<file path="src/rtl/scan_seq_pkg.sv">
// scan_seq_pkg: shared sequencer state encoding and scan-word field layout
package scan_seq_pkg;
   localparam int SCAN_LEN_DEF = 112;
   typedef enum logic [2:0] {
      IDLE      = 3'd0,
      SHIFT_IN  = 3'd1,
      STROBE    = 3'd2,
      HOLD      = 3'd3,
      LOAD      = 3'd4,
      SHIFT_OUT = 3'd5,
      RESP      = 3'd6
   } state_t;
   localparam int SEL_MSB    = 111;
   localparam int ADDR0_MSB  = 107;
   localparam int DIN0_MSB   = 91;
   localparam int CSB0       = 59;
   localparam int WEB0       = 58;
   localparam int WMASK0_MSB = 57;
   localparam int ADDR1_MSB  = 53;
   localparam int DIN1_MSB   = 37;
   localparam int CSB1       = 5;
   localparam int WEB1       = 4;
   localparam int WMASK1_MSB = 3;
endpackage

</file>
<file path="src/rtl/scan_shifter.sv">
// scan_shifter: parallel-load shift register, MSB-first serial out, LSB-in serial capture
module scan_shifter #(
   parameter int W = 112
) (
   input  logic         gpio_clk,
   input  logic         gpio_resetn,
   input  logic         load,
   input  logic         shift,
   input  logic         sin,
   input  logic [W-1:0] din,
   output logic [W-1:0] nxt
);
   logic [W-1:0] q;
   assign nxt = load ? din : shift ? {q[W-2:0], sin} : q;
   // next value is exported so callers can register outputs from it without an extra cycle
   always_ff @(posedge gpio_clk)
      if (!gpio_resetn) q <= '0;
      else q <= nxt;
endmodule

</file>
<file path="src/rtl/scan_cmd_sequencer.sv">
// scan_cmd_sequencer: parallel SRAM commands to GPIO scan protocol; SCAN_CHECK_EN adds read-back compare
module scan_cmd_sequencer
   import scan_seq_pkg::*;
#(
   parameter int SCAN_LEN      = SCAN_LEN_DEF,
   parameter int STROBE_CYCLES = 1
) (
   input  logic                gpio_clk,
   input  logic                gpio_resetn,
   input  logic                cmd_valid,
   output logic                cmd_ready,
   input  logic                cmd_read,
   input  logic [SCAN_LEN-1:0] cmd_word,
   input  logic [SCAN_LEN-1:0] cmd_expect,
   output logic                resp_valid,
   input  logic                resp_ready,
   output logic                resp_read,
   output logic [SCAN_LEN-1:0] resp_word,
   output logic                gpio_scan,
   output logic                gpio_in,
   output logic                gpio_sram_load,
   output logic                global_csb,
   input  logic                gpio_out,
`ifdef SCAN_CHECK_EN
   output logic                resp_mismatch,
   output logic [7:0]          mismatch_cnt,
`endif
   output logic                busy
);
   localparam int CW = $clog2(SCAN_LEN);
   state_t state, nxt;
   logic [CW-1:0] cnt;
   logic rd_q, accept, enter_resp, bit_last, stb_last;
   logic [SCAN_LEN-1:0] shf_nxt;
   assign cmd_ready  = state == IDLE;
   assign resp_valid = state == RESP;
   assign busy       = state != IDLE;
   assign accept     = cmd_valid && cmd_ready;
   assign enter_resp = nxt == RESP && state != RESP;
   assign bit_last   = cnt == CW'(SCAN_LEN - 1);
   assign stb_last   = cnt == CW'(STROBE_CYCLES - 1);
   scan_shifter #(.W(SCAN_LEN)) u_shf (
      .gpio_clk   (gpio_clk),
      .gpio_resetn(gpio_resetn),
      .load       (accept),
      .shift      (state == SHIFT_IN || state == SHIFT_OUT),
      .sin        (state == SHIFT_OUT && gpio_out),
      .din        (cmd_word),
      .nxt        (shf_nxt)
   );
   // sequence transitions: shift-in, strobe, then capture and shift-out for reads
   always_comb begin
      nxt = state;
      case (state)
         IDLE:      nxt = cmd_valid ? SHIFT_IN : IDLE;
         SHIFT_IN:  nxt = bit_last ? STROBE : SHIFT_IN;
         STROBE:    nxt = stb_last ? (rd_q ? HOLD : RESP) : STROBE;
         HOLD:      nxt = LOAD;
         LOAD:      nxt = SHIFT_OUT;
         SHIFT_OUT: nxt = bit_last ? RESP : SHIFT_OUT;
         RESP:      nxt = resp_ready ? IDLE : RESP;
         default:   nxt = IDLE;
      endcase
   end
   // state, counter and pin outputs registered from the next state so pins are glitch-free flops
   always_ff @(posedge gpio_clk)
      if (!gpio_resetn) begin
         state          <= IDLE;
         cnt            <= '0;
         rd_q           <= 1'b0;
         gpio_scan      <= 1'b0;
         gpio_in        <= 1'b0;
         gpio_sram_load <= 1'b0;
         global_csb     <= 1'b1;
         resp_word      <= '0;
         resp_read      <= 1'b0;
      end else begin
         state          <= nxt;
         cnt            <= nxt != state ? '0 : cnt + CW'(1);
         gpio_scan      <= nxt == SHIFT_IN || nxt == SHIFT_OUT;
         gpio_in        <= nxt == SHIFT_IN && shf_nxt[SCAN_LEN-1];
         gpio_sram_load <= nxt == LOAD;
         global_csb     <= nxt != STROBE;
         if (accept) rd_q <= cmd_read;
         if (enter_resp) begin
            resp_word <= rd_q ? shf_nxt : '0;
            resp_read <= rd_q;
         end
      end
`ifdef SCAN_CHECK_EN
   logic [SCAN_LEN-1:0] exp_q;
   // unknown read-back bits count as mismatches; counter saturates and clears only on reset
   always_ff @(posedge gpio_clk)
      if (!gpio_resetn) begin
         exp_q         <= '0;
         resp_mismatch <= 1'b0;
         mismatch_cnt  <= '0;
      end else begin
         if (accept) exp_q <= cmd_expect;
         if (enter_resp) resp_mismatch <= rd_q && (shf_nxt !== exp_q);
         if (resp_valid && resp_ready && resp_mismatch && mismatch_cnt != 8'hFF)
            mismatch_cnt <= mismatch_cnt + 8'd1;
      end
`else
   logic unused_expect;
   assign unused_expect = ^cmd_expect;
`endif
endmodule

</file>
<file path="config.mk">
export PLATFORM = sky130hd
export DESIGN_NAME = scan_cmd_sequencer
export DESIGN_NICKNAME = d
export VERILOG_FILES = /design/src/rtl/scan_seq_pkg.sv /design/src/rtl/scan_shifter.sv /design/src/rtl/scan_cmd_sequencer.sv
export SDC_FILE = /design/constraint.sdc
export NUM_CORES = 1
export LEC_CHECK = 0
export BUFFER_PORTS_ARGS = -buffer_cell sky130_fd_sc_hd__clkbuf_2
export CORE_AREA = 2 2 153 155
export DETAILED_ROUTE_END_ITERATION = 8
export DIE_AREA = 0 0 155 157
export GPL_ROUTABILITY_DRIVEN = 0
export PLACE_DENSITY_LB_ADDON = 0.05
export SLEW_MARGIN = 20
export SYNTH_ARGS = -nofsm -noshare
export SYNTH_HDL_FRONTEND = slang
export SYNTH_SLANG_ARGS = --single-unit
</file>
<file path="constraint.sdc">
create_clock -name gpio_clk -period 2.33 [get_ports gpio_clk]
set_input_delay 0.466 -clock gpio_clk [delete_from_list [all_inputs] [get_ports gpio_clk]]
set_output_delay 0.466 -clock gpio_clk [all_outputs]
set_load 0.02 [all_outputs]
</file>
# Yosys cells after proc, flatten, opt, wreduce, memory -nomap -nowiden
# Cells that the tools add are included.
dict set report totals {
  ff_bits 240
  elab_cells 46
  input_bits 230
  output_inout_bits 120
}
dict set report classes {
  bitwise 1
  addsub 1
  eq_ne 14
  mux 10
  n_reduce_logical 10
}
# cell count
set ops {}
lappend ops {{$mux W112} 3}
lappend ops {{$pmux W3 S7} 1}
lappend ops {{$eq A3 B3 Y1 const B} 6}
lappend ops {{$mux W3} 3}
lappend ops {{$add A7 B1 Y7 const B} 1}
lappend ops {{$eq A7 B7 Y1 const B} 1}
lappend ops {{$logic_not A7 Y1} 1}
lappend ops {{$eq A3 B1 Y1 const B} 2}
lappend ops {{$eq A3 B2 Y1 const B} 2}
lappend ops {{$logic_and A1 B1 Y1} 4}
lappend ops {{$mux W2} 2}
lappend ops {{$logic_not A3 Y1} 1}
lappend ops {{$ne A3 B2 Y1 const B} 1}
lappend ops {{$ne A3 B3 Y1} 1}
lappend ops {{$ne A3 B3 Y1 const B} 1}
lappend ops {{$reduce_bool A3 Y1} 1}
lappend ops {{$logic_or A1 B1 Y1} 2}
lappend ops {{$reduce_or A2 Y1} 1}
lappend ops {{$mux W1} 1}
lappend ops {{$not A1 Y1} 1}

# Logic depth before layout (Yosys ltp)
# Gate-level depths: netlist of the first run.
dict set report depth {
  word_depth 5
  ltp_mapped 10
  mapped_depth_nobuf 7
}

# Hierarchy
# A second synthesis of the first run with hierarchy kept.
dict set report unflattened {
  cells_unflattened 1204
  area_unflattened_um2 11238.3
}
# mod area_per_inst_um2 seq_area_each_um2 n_inst cells_each
set by_module_without_submodules {}
lappend by_module_without_submodules {scan_shifter 5871.9 2242.2 1 623}
lappend by_module_without_submodules {scan_cmd_sequencer 5366.4 2562.5 1 581}

# Least setup slack after synthesis of the first run
# No wires, ideal clock.
dict set report synth_timing {
  path_kind {register to register}
  startpoint {register cnt[0]}
  endpoint {register resp_word[91]}
  n_path_buf 3
  setup_time_ns 0.128
  t_required_ns 2.202
  t_arrival_ns 1.661
  slack_ns 0.542
  stages_incl_launch_ff 10
  period_less_slack_ns 1.788
  path_cell_list {dfxtp_1 -> ha_1 -> and4_1 -> a32oi_1 -> a21oi_4 -> buf_6 -> buf_6 -> buf_6 -> nand3_1 -> o21ai_1}
}
dict set report synth_via {
  elab_chain_len 5
  word_cells_on_any_way 8
  cone_classes {eq/ne (2); mux (4); reduce/logical (2)}
}
# element line_no
set synth_lines {}
lappend synth_lines {{start: declaration} scan_cmd_sequencer.sv:32} ;# logic [CW-1:0] cnt;
lappend synth_lines {{start signal: assignment} scan_cmd_sequencer.sv:79} ;# cnt <= nxt != state ? '0 : cnt + CW'(1);
lappend synth_lines {{$eq A7 B7 Y1 / $logic_not A7 Y1 (equally long branches)} {scan_cmd_sequencer.sv:40, scan_cmd_sequencer.sv:41}}
lappend synth_lines {{$mux W2 / $mux W3 (equally long branches)} {scan_cmd_sequencer.sv:56, scan_cmd_sequencer.sv:60, scan_cmd_sequencer.sv:57}}
lappend synth_lines {{$pmux W3 S7 *} scan_cmd_sequencer.sv:54} ;# case (state)
lappend synth_lines {{$eq A3 B3 Y1 *} scan_cmd_sequencer.sv:39} ;# assign enter_resp = nxt == RESP && state != RESP;
lappend synth_lines {{$logic_and A1 B1 Y1 *} scan_cmd_sequencer.sv:39}
lappend synth_lines {{end signal: assignment} scan_cmd_sequencer.sv:86} ;# resp_word <= rd_q ? shf_nxt : '0;
lappend synth_lines {{end: declaration} scan_cmd_sequencer.sv:18} ;# output logic [SCAN_LEN-1:0] resp_word,
# Every way passes the cells marked *; elsewhere a longest branch is shown, timed or not.
# A chain may end at the register's enable or synchronous reset.

# Worst setup path after layout of the first run
dict set report layout_timing {
  startpoint {register state[1]}
  endpoint {output port resp_valid}
}
dict set report layout_via {
  elab_chain_len 1
}
# element line_no
set layout_lines {}
lappend layout_lines {{start: declaration} scan_cmd_sequencer.sv:31} ;# state_t state, nxt;
lappend layout_lines {{start signal: assignment} scan_cmd_sequencer.sv:78} ;# state <= nxt;
lappend layout_lines {{$eq A3 B3 Y1} scan_cmd_sequencer.sv:36} ;# assign resp_valid = state == RESP;
lappend layout_lines {{end: declaration} scan_cmd_sequencer.sv:15} ;# output logic resp_valid,
# Every way passes these cells.

==> results of run 1 <==
==> Yosys cell counts, drive strengths merged, types with 2 or more instances <==
cell type,number,area [µm²]
a31oi,112,707
nand2,343,1290
dfxtp,240,4800
nand3,117,586
a21oi,3,26.3
nor3,3,15.0
and2,114,713
nor2,128,480
xor2,3,26.3
buf,40,342
nor2b,4,25.0
inv,7,26.3
and4,2,17.5
ha,2,25.0
o21ai,114,571
clkbuf,74,279
and3,2,12.5
a32oi,2,17.5
xnor2,2,17.5
==> metal layers <==
metal	vias up	global-route usage [%]	routed length [µm]
met2	230	32.9	11400
li1	4738	-	-
met1	4226	28.1	11900
met3	37	4.96	1770
met4	0	5.34	506
met5	-	0	0
==> tightest hold or removal path, stage by stage <==
cell                       delay (ns)
sky130_fd_sc_hd__clkbuf_2        0.08
sky130_fd_sc_hd__nand3_1         0.07
sky130_fd_sc_hd__a21oi_1         0.06
==> metrics by stage <==
step / instances / power, W / cell area (µm²)
floorplan: 1323 / 0.00509 / 10100
global placement: 1749 / 0.00535 / 11300
CTS: 1797 / 0.00950 / 12200
detailed placement: 1749 / 0.00535 / 11300
finish: 1797 / 0.00938 / 12200
global route: 1797 / 0.00980 / 12200
==> final timing paths <==
path | startpoint | endpoint | cells past startpoint
setup / recovery | state[1]$_SDFF_PN0_ | resp_valid | 4
setup reg to reg | cnt[0]$_SDFF_PP0_ | resp_word[21]$_SDFFE_PN0P_ | 8
hold reg to reg | resp_word[100]$_SDFFE_PN0P_ | resp_word[100]$_SDFFE_PN0P_ | 2
hold / removal | cmd_read | rd_q$_SDFFE_PN0P_ | 3
==> final cells by class <==
cell class                 count  area, µm²  area share [%]
sequential                   240       4810            39.4
tap                          285        357            2.92
inverter                       7       26.3           0.215
timing repair buffer         255       1490            12.2
clock buffer                  41        838            6.87
clock inverter                 7       37.5           0.308
multi-input combinational    962       4650            38.1
==> state kept, by name, indices dropped and copies added (netlist names) <==
register / flops
rd_q: 1
gpio_scan: 1
gpio_in: 1
u_shf.q: 112
gpio_sram_load: 1
resp_word: 112
cnt: 7
state: 3
global_csb: 1
resp_read: 1
==> report_power, final <==
group          switching (W)  internal [W]  total (W)
combinational       0.000522      0.000363   0.000885
clock                0.00167       0.00246    0.00412
sequential         0.0000892       0.00428    0.00437
==> cells by family (layout without fill, tap and decap cells) <==
family | count (synthesis) | count (layout)
and+or+nand+nor | 721 | 721
buffers and inverters | 121 | 310
adders and majority gates | 2 | 2
AOI/OAI and AO/OA | 234 | 234
DFF | 240 | 240
xor gates and xnor gates | 5 | 5
==> what timing repair did <==
action                     4_1_cts  5_1_grt
setup buffers                    0        0
setup endpoints to repair        1        0
gates resized for setup          1        0
==> summary.md, run 1 <==
| Metric | Value |
|---|---|
| Total via count after detailed routing | 9231 |
| Utilization after layout | 54.2% |
| Placeable Area | roughly 23000 µm² |
| Syn avg cell area | 7.62 µm² |
| Area share of fa/ha/maj cells after synthesis | 0.248% |
| Fraction of final layout cells sized beyond drive strength 1 | 20.4% |
| Relative slew slack | a little under three fifths |
| Startpoint-to-endpoint class of the critical path | reg -> out |
| Post-detail-place hpwl | between 15000 and 20000 µm |
| Pwr per Cell Area | 769 nW/µm² |
| Maximum level of the CTS H-tree | 1 |
| CTS clk-pin slew, worst paths | around 0.060 ns |
| Final max-slew violation count | 0 |
| Startpoint Class | flip-flop |
| Dominant combinational cell family by area after synthesis | simple AND/OR/NAND/NOR gates |
| TritonCTS Buffers | 27 |
| Total DRC errors in the routed layout | 0 |
| Unrepaired setup endpoints after global routing | false |
| Worst Setup End Kind | output port |
| Insertion delay to the later sink of the worst-skew pair | between 0.5 and 0.6 ns |
| Kind of cell adding the most delay to the critical path | simple AND/OR/NAND/NOR gates |
| Yosys synthesis warning count | 0 |
| Measured slew at the worst slew-check pin | about 0.64 ns |
| Synth async-reset ratio | 0% |
| Reported leakage power | approximately 5.0 nW |
| Maximum clock frequency | 0.454 GHz |
| CP required | about 1.9 ns |
| Multiplexer share of the synthesized area | 0% |
| Initial antenna violation count | 0 |
| Synthesized area | 10100 µm² |
| Setup TNS | 0 ns |
| Horizontal die dimension | 155 µm |
| Final net count | 1725 |
| Starting density of the core | 44.8% |
| Classification of the worst-slack hold path | in -> reg |
| Compound-gate portion of the synthesized area | about 13% |
| Total global-route track usage | between 20 and 25% |
| Seq/Total Area, Yosys | 47.7% |
| Gate Count Post-Synth | 1323 |
| Ant diodes | 0 |
| Number of clock sinks | 240 |
| Relative area change from synthesis to final layout | 21.1% |
| Max-cap violations | 0 |
| Detailed-router iteration count before antenna repair | 5 |
| Count of flip-flops with a built-in enable after synthesis | 0 |
| Simple-Gate Fraction of Synth Area | between 30% and 40% |
| CTS root buffer | sky130_fd_sc_hd__clkbuf_16 |
| Number of global-route vias before repair | 8480 |
| Worst slack at placement | 0.266 ns |
| Clock tree from TritonCTS | done |
| Antenna Nets Post-Route | 0 |
| Critical path's largest stage delay | between 0.4 and 0.5 ns |
| Period Utilization, post-route | between 90 and 100% |
| Global-route wire length before repair | around 42000 µm |
| Crit path DAT | ~1.7 ns |
| Site row count | 55 |
| Post-DR vias/cell | between 5 and 6 |
| Sum of overflow across all layers after global routing | 0 |
| Maximum clock insertion buffer count | 3 |
| Most used cells in the layout excluding fill and tap cells | sky130_fd_sc_hd__nand2_1 (343), sky130_fd_sc_hd__dfxtp_1 (239), sky130_fd_sc_hd__clkbuf_2 (236) |
| Yosys cell types | 37 |
| Routed wirelength normalized by instance count | 14.2 µm |
| Post-route minimum period | 2.20 ns |
| Port bufs | around 240 |
| Largest net degree at the start of global routing | approximately 140 |
| Fillers | 2304 |
| Worst clock skew | ~0.0072 ns |
| Post-detailed-routing wire length | around 26000 µm |
| Register-to-register setup slack | 0.32 ns |
| Total count of hold-check failures in the final report | 0 |
| Worst hold margin | 0.196 ns |
| Die ar. | 24300 µm² |
| Number of top-level pins | 350 |
| Series of cell instances along the critical path | nor2b_1 > inv_1 > nor2_1 > clkbuf_2 |
| Mapped Nets | ~1600 |
| Result of the run | completed |
| Number of buffer and inverter stages on the critical path | 2 |
| Post-cts hold buffer count | 0 |
| VDD IR-drop max | approximately 0.41 mV |
| Top flip-flop cell by instance count after synthesis | sky130_fd_sc_hd__dfxtp_1 |
| Final count of negative-setup-slack endpoints | 0 |
| XOR/XNOR share of the synthesized area | 0.435% |
| Post-route worst setup slack | 0.125 ns |
| Worst-path maximum fanout | 11 |
| Leading cell type in the layout, fill and taps excluded | sky130_fd_sc_hd__nand2_1 |
| Vertical die dimension | 157 µm |
| Worst-path cell with the longest stage delay | sky130_fd_sc_hd__dfxtp_2 |
| Number of violations reported at the end of detailed-routing iteration 0 | 579 |
| Number of flip-flops and latches in the synthesized netlist | 240 |
No activity file was read; power rests on OpenSTA's default activity.
==> inputs of run 2 (changes only) <==
PLACE_DENSITY = 0.8   (was default)
PLACE_DENSITY_LB_ADDON = default   (was 0.05)
==> run 2 against run 1 <==
  * Die area is the same
  * Clock skew grew 0.0048 ns
  * Cell count shrank 0.28%
  * Register-to-register slack lost 0.12 ns
  * Sequential cell count is the same
  * Wire length grew 1.3%
  * Utilization shrank 0.16 points
  * Non-clock buffer count shrank 1
  * Critical path depth is the same
  * Final area shrank 0.30%
  * Critical path type unchanged
==> summary.md, run 2 (synthesis gave the netlist of run 1 again) <==
| Metric | Value |
|---|---|
| Pwr per Cell Area | 783 nW/µm² (was 769 nW/µm²) |
| TritonCTS Buffers | 25 (was 27) |
| Reported net switching power | 0.00226 W (was 0.00228 W) |
| Maximum clock frequency | 0.451 GHz (was 0.454 GHz) |
| Period Utilization, post-route | 95.1% (was 94.6%) |
| Result of the run | completed (unchanged) |
| Die ar. | 24300 µm² (unchanged) |
| Largest registers | resp_word: 112 flops, u_shf.q: 112 flops, cnt: 7 flops (unchanged) |
| Classification of the worst-slack hold path | in -> reg (unchanged) |
| Maximum level of the CTS H-tree | 1 (unchanged) |
| Worst-path maximum fanout | 11 (unchanged) |
| VDD IR-drop max | 0.445 mV (was 0.409 mV) |
| Maximum clock insertion buffer count | 3 (unchanged) |
| Crit path DAT | 1.75 ns (was 1.74 ns) |
| Part of the total power dissipated in combinational logic | 9.4% (about the same) |
| Clock network power share | 44.6% (was 43.9%) |
| Non-Filler Cell Area, Final | 12200 µm² (about the same) |
| CP required | 1.86 ns (about the same) |
| Leading cell type in the layout, fill and taps excluded | sky130_fd_sc_hd__nand2_1 (unchanged) |
| CTS root buffer | sky130_fd_sc_hd__clkbuf_16 (unchanged) |
| Detailed-router iteration count before antenna repair | 5 (unchanged) |
| Total count of hold-check failures in the final report | 0 (unchanged) |
| Reported leakage power | 4.97 nW (was 5.00 nW) |
| Placeable Area | 22500 µm² (unchanged) |
| Worst Setup End Kind | output port (unchanged) |
| Max-cap violations | 0 (unchanged) |
| Antenna Nets Post-Route | 0 (unchanged) |
| CTS clk-pin slew, worst paths | 0.06 ns (about the same) |
| Area occupied by multi-input gates | 4650 µm² (about the same) |
| Worst clock skew | 0.0121 ns (was 0.00724 ns) |
| Fillers | 2102 (was 2304) |
| Routed wirelength normalized by instance count | 14.5 µm (was 14.2 µm) |
| Most used cells in the layout excluding fill and tap cells | sky130_fd_sc_hd__nand2_1 (343), sky130_fd_sc_hd__dfxtp_1 (240), sky130_fd_sc_hd__clkbuf_2 (236) (was sky130_fd_sc_hd__nand2_1 (343), sky130_fd_sc_hd__dfxtp_1 (239), sky130_fd_sc_hd__clkbuf_2 (236)) |
| Sum of overflow across all layers after global routing | 0 (unchanged) |
| Port bufs | 237 (unchanged) |
| Site row count | 55 (unchanged) |
| Starting density of the core | 44.8% (unchanged) |
| Clock tree from TritonCTS | done (unchanged) |
| Internal Power | 0.00726 W (was 0.00710 W) |
| Number of violations reported at the end of detailed-routing iteration 0 | 726 (was 579) |
| Number of clock sinks | 240 (unchanged) |
| Post CTS Setup Buffer Count | 0 (unchanged) |
| Sequential cell area in the final layout | 4800 µm² (was 4810 µm²) |
| Post-DR vias/cell | 5.33 (was 5.14) |
| Setup TNS | 0 ns (unchanged) |
| Post-detail-place hpwl | 16200 µm (was 15800 µm) |
| Post-placement cell area | 11300 µm² (about the same) |
| Horizontal die dimension | 155 µm (unchanged) |
| Post-detailed-routing wire length | 25900 µm (was 25600 µm) |
| Insertion delay to the later sink of the worst-skew pair | 0.52 ns (about the same) |
| Switching fraction of total power | 23.7% (was 24.3%) |
| Fraction of final layout cells sized beyond drive strength 1 | 20.1% (was 20.4%) |
| Final max-slew violation count | 0 (unchanged) |
| Measured slew at the worst slew-check pin | 0.954 ns (was 0.643 ns) |
| Largest net degree at the start of global routing | 125 (was 135) |
| Relative area change from synthesis to final layout | 20.8% (was 21.1%) |
| Unrepaired setup endpoints after global routing | false (unchanged) |
| Final net count | 1722 (was 1725) |
| Final count of negative-setup-slack endpoints | 0 (unchanged) |
| Total DRC errors in the routed layout | 0 (unchanged) |
| Number of global-route vias before repair | 8705 (was 8480) |
| Vertical die dimension | 157 µm (unchanged) |
| Initial antenna violation count | 0 (unchanged) |
| Portion of total power attributed to sequential cells | 45.9% (was 46.6%) |
| Total global-route track usage | 20.4% (was 20.6%) |
| Total via count after detailed routing | 9547 (was 9231) |
| Startpoint-to-endpoint class of the critical path | reg -> out (unchanged) |
| Ant diodes | 0 (unchanged) |
| Global-route wire length before repair | 42000 µm (was 42100 µm) |
| Startpoint Class | flip-flop (unchanged) |
| Relative slew slack | 36.4% (was 56.6%) |
| Post-route minimum period | 2.22 ns (was 2.20 ns) |
| Number of top-level pins | 350 (unchanged) |
## run 2: changes by cell type in the layout (fill, tap and decap cells not counted), sizes merged
| cell | before | now |
|---|---|---|
| clkbuf | 277 | 268 |
| bufinv | 0 | 5 |
| clkinvlp | 1 | 0 |
| buf | 19 | 18 |
| inv | 7 | 8 |
## run 2: worst max-delay path: stages (launching register included)
cell and delay [ns]:
sky130_fd_sc_hd__dfxtp_1 0.54, sky130_fd_sc_hd__nor2b_2 0.32, sky130_fd_sc_hd__inv_1 0.08, sky130_fd_sc_hd__nor2_1 0.10, sky130_fd_sc_hd__clkbuf_2 0.17
## run 2: what timing repair did
action,CTS,global route
hold buffers,0,0
hold endpoints to repair,0,0
resized for setup,0,1
setup endpoints to repair,0,1
## run 2: area by class of cell
type / count / area share, %
timing repair buffer: 254 / 12.0
multi-input combinational: 962 / 38.2
inverter: 7 / 0.216
clock buffer: 32 / 5.60
sequential: 240 / 39.5
tap: 285 / 2.93
clock inverter: 12 / 1.55
## run 2: path summary, 6_finish.rpt
check | from | endpoint | slack (ns) | cells past startpoint
worst max-delay path | state[1]$_SDFF_PN0_ | resp_valid | 0.11 | 4
worst min-delay path | cmd_read | rd_q$_SDFFE_PN0P_ | 0.19 | 3
worst max register to register | state[0]$_SDFF_PN0_ | resp_word[4]$_SDFFE_PN0P_ | 0.20 | 6
worst min register to register | resp_word[108]$_SDFFE_PN0P_ | resp_word[108]$_SDFFE_PN0P_ | 0.45 | 2
## run 2: metal layers
metal,global-route usage (%),part of all wire [%],vias to the layer above
met4,5.73,2.3,0
met3,5.07,8.2,41
met2,33.4,46,344
met1,26.7,43,4444
met5,0,0,-
li1,-,-,4718
## run 2: power by group through the flow
| stage | logic (W) | registers (W) | clock network, W |
|---|---|---|---|
| 5_1_grt | 0.00101 | 0.00439 | 0.00452 |
| 6_report | 0.000896 | 0.00438 | 0.00425 |
| 3_3_place_gp | 0.000872 | 0.00445 | 0 |
| 3_5_place_dp | 0.000889 | 0.00446 | 0 |
| 4_1_cts | 0.000898 | 0.00437 | 0.00433 |
| 2_1_floorplan | 0.000648 | 0.00444 | 0 |
## run 2: stage by stage
step                hold WS (ns)  power [W]  utilization (%)  worst slack (ns)  instances
global placement           0.437    0.00533             50.2             0.262       1748
global route               0.197    0.00992             54.1            0.0259       1792
finish                     0.192    0.00952             54.1             0.114       1792
detailed placement         0.438    0.00535             50.2             0.239       1748
floorplan                  0.426    0.00509                -             0.542       1323
CTS                        0.176    0.00960             54.1            0.0138       1792
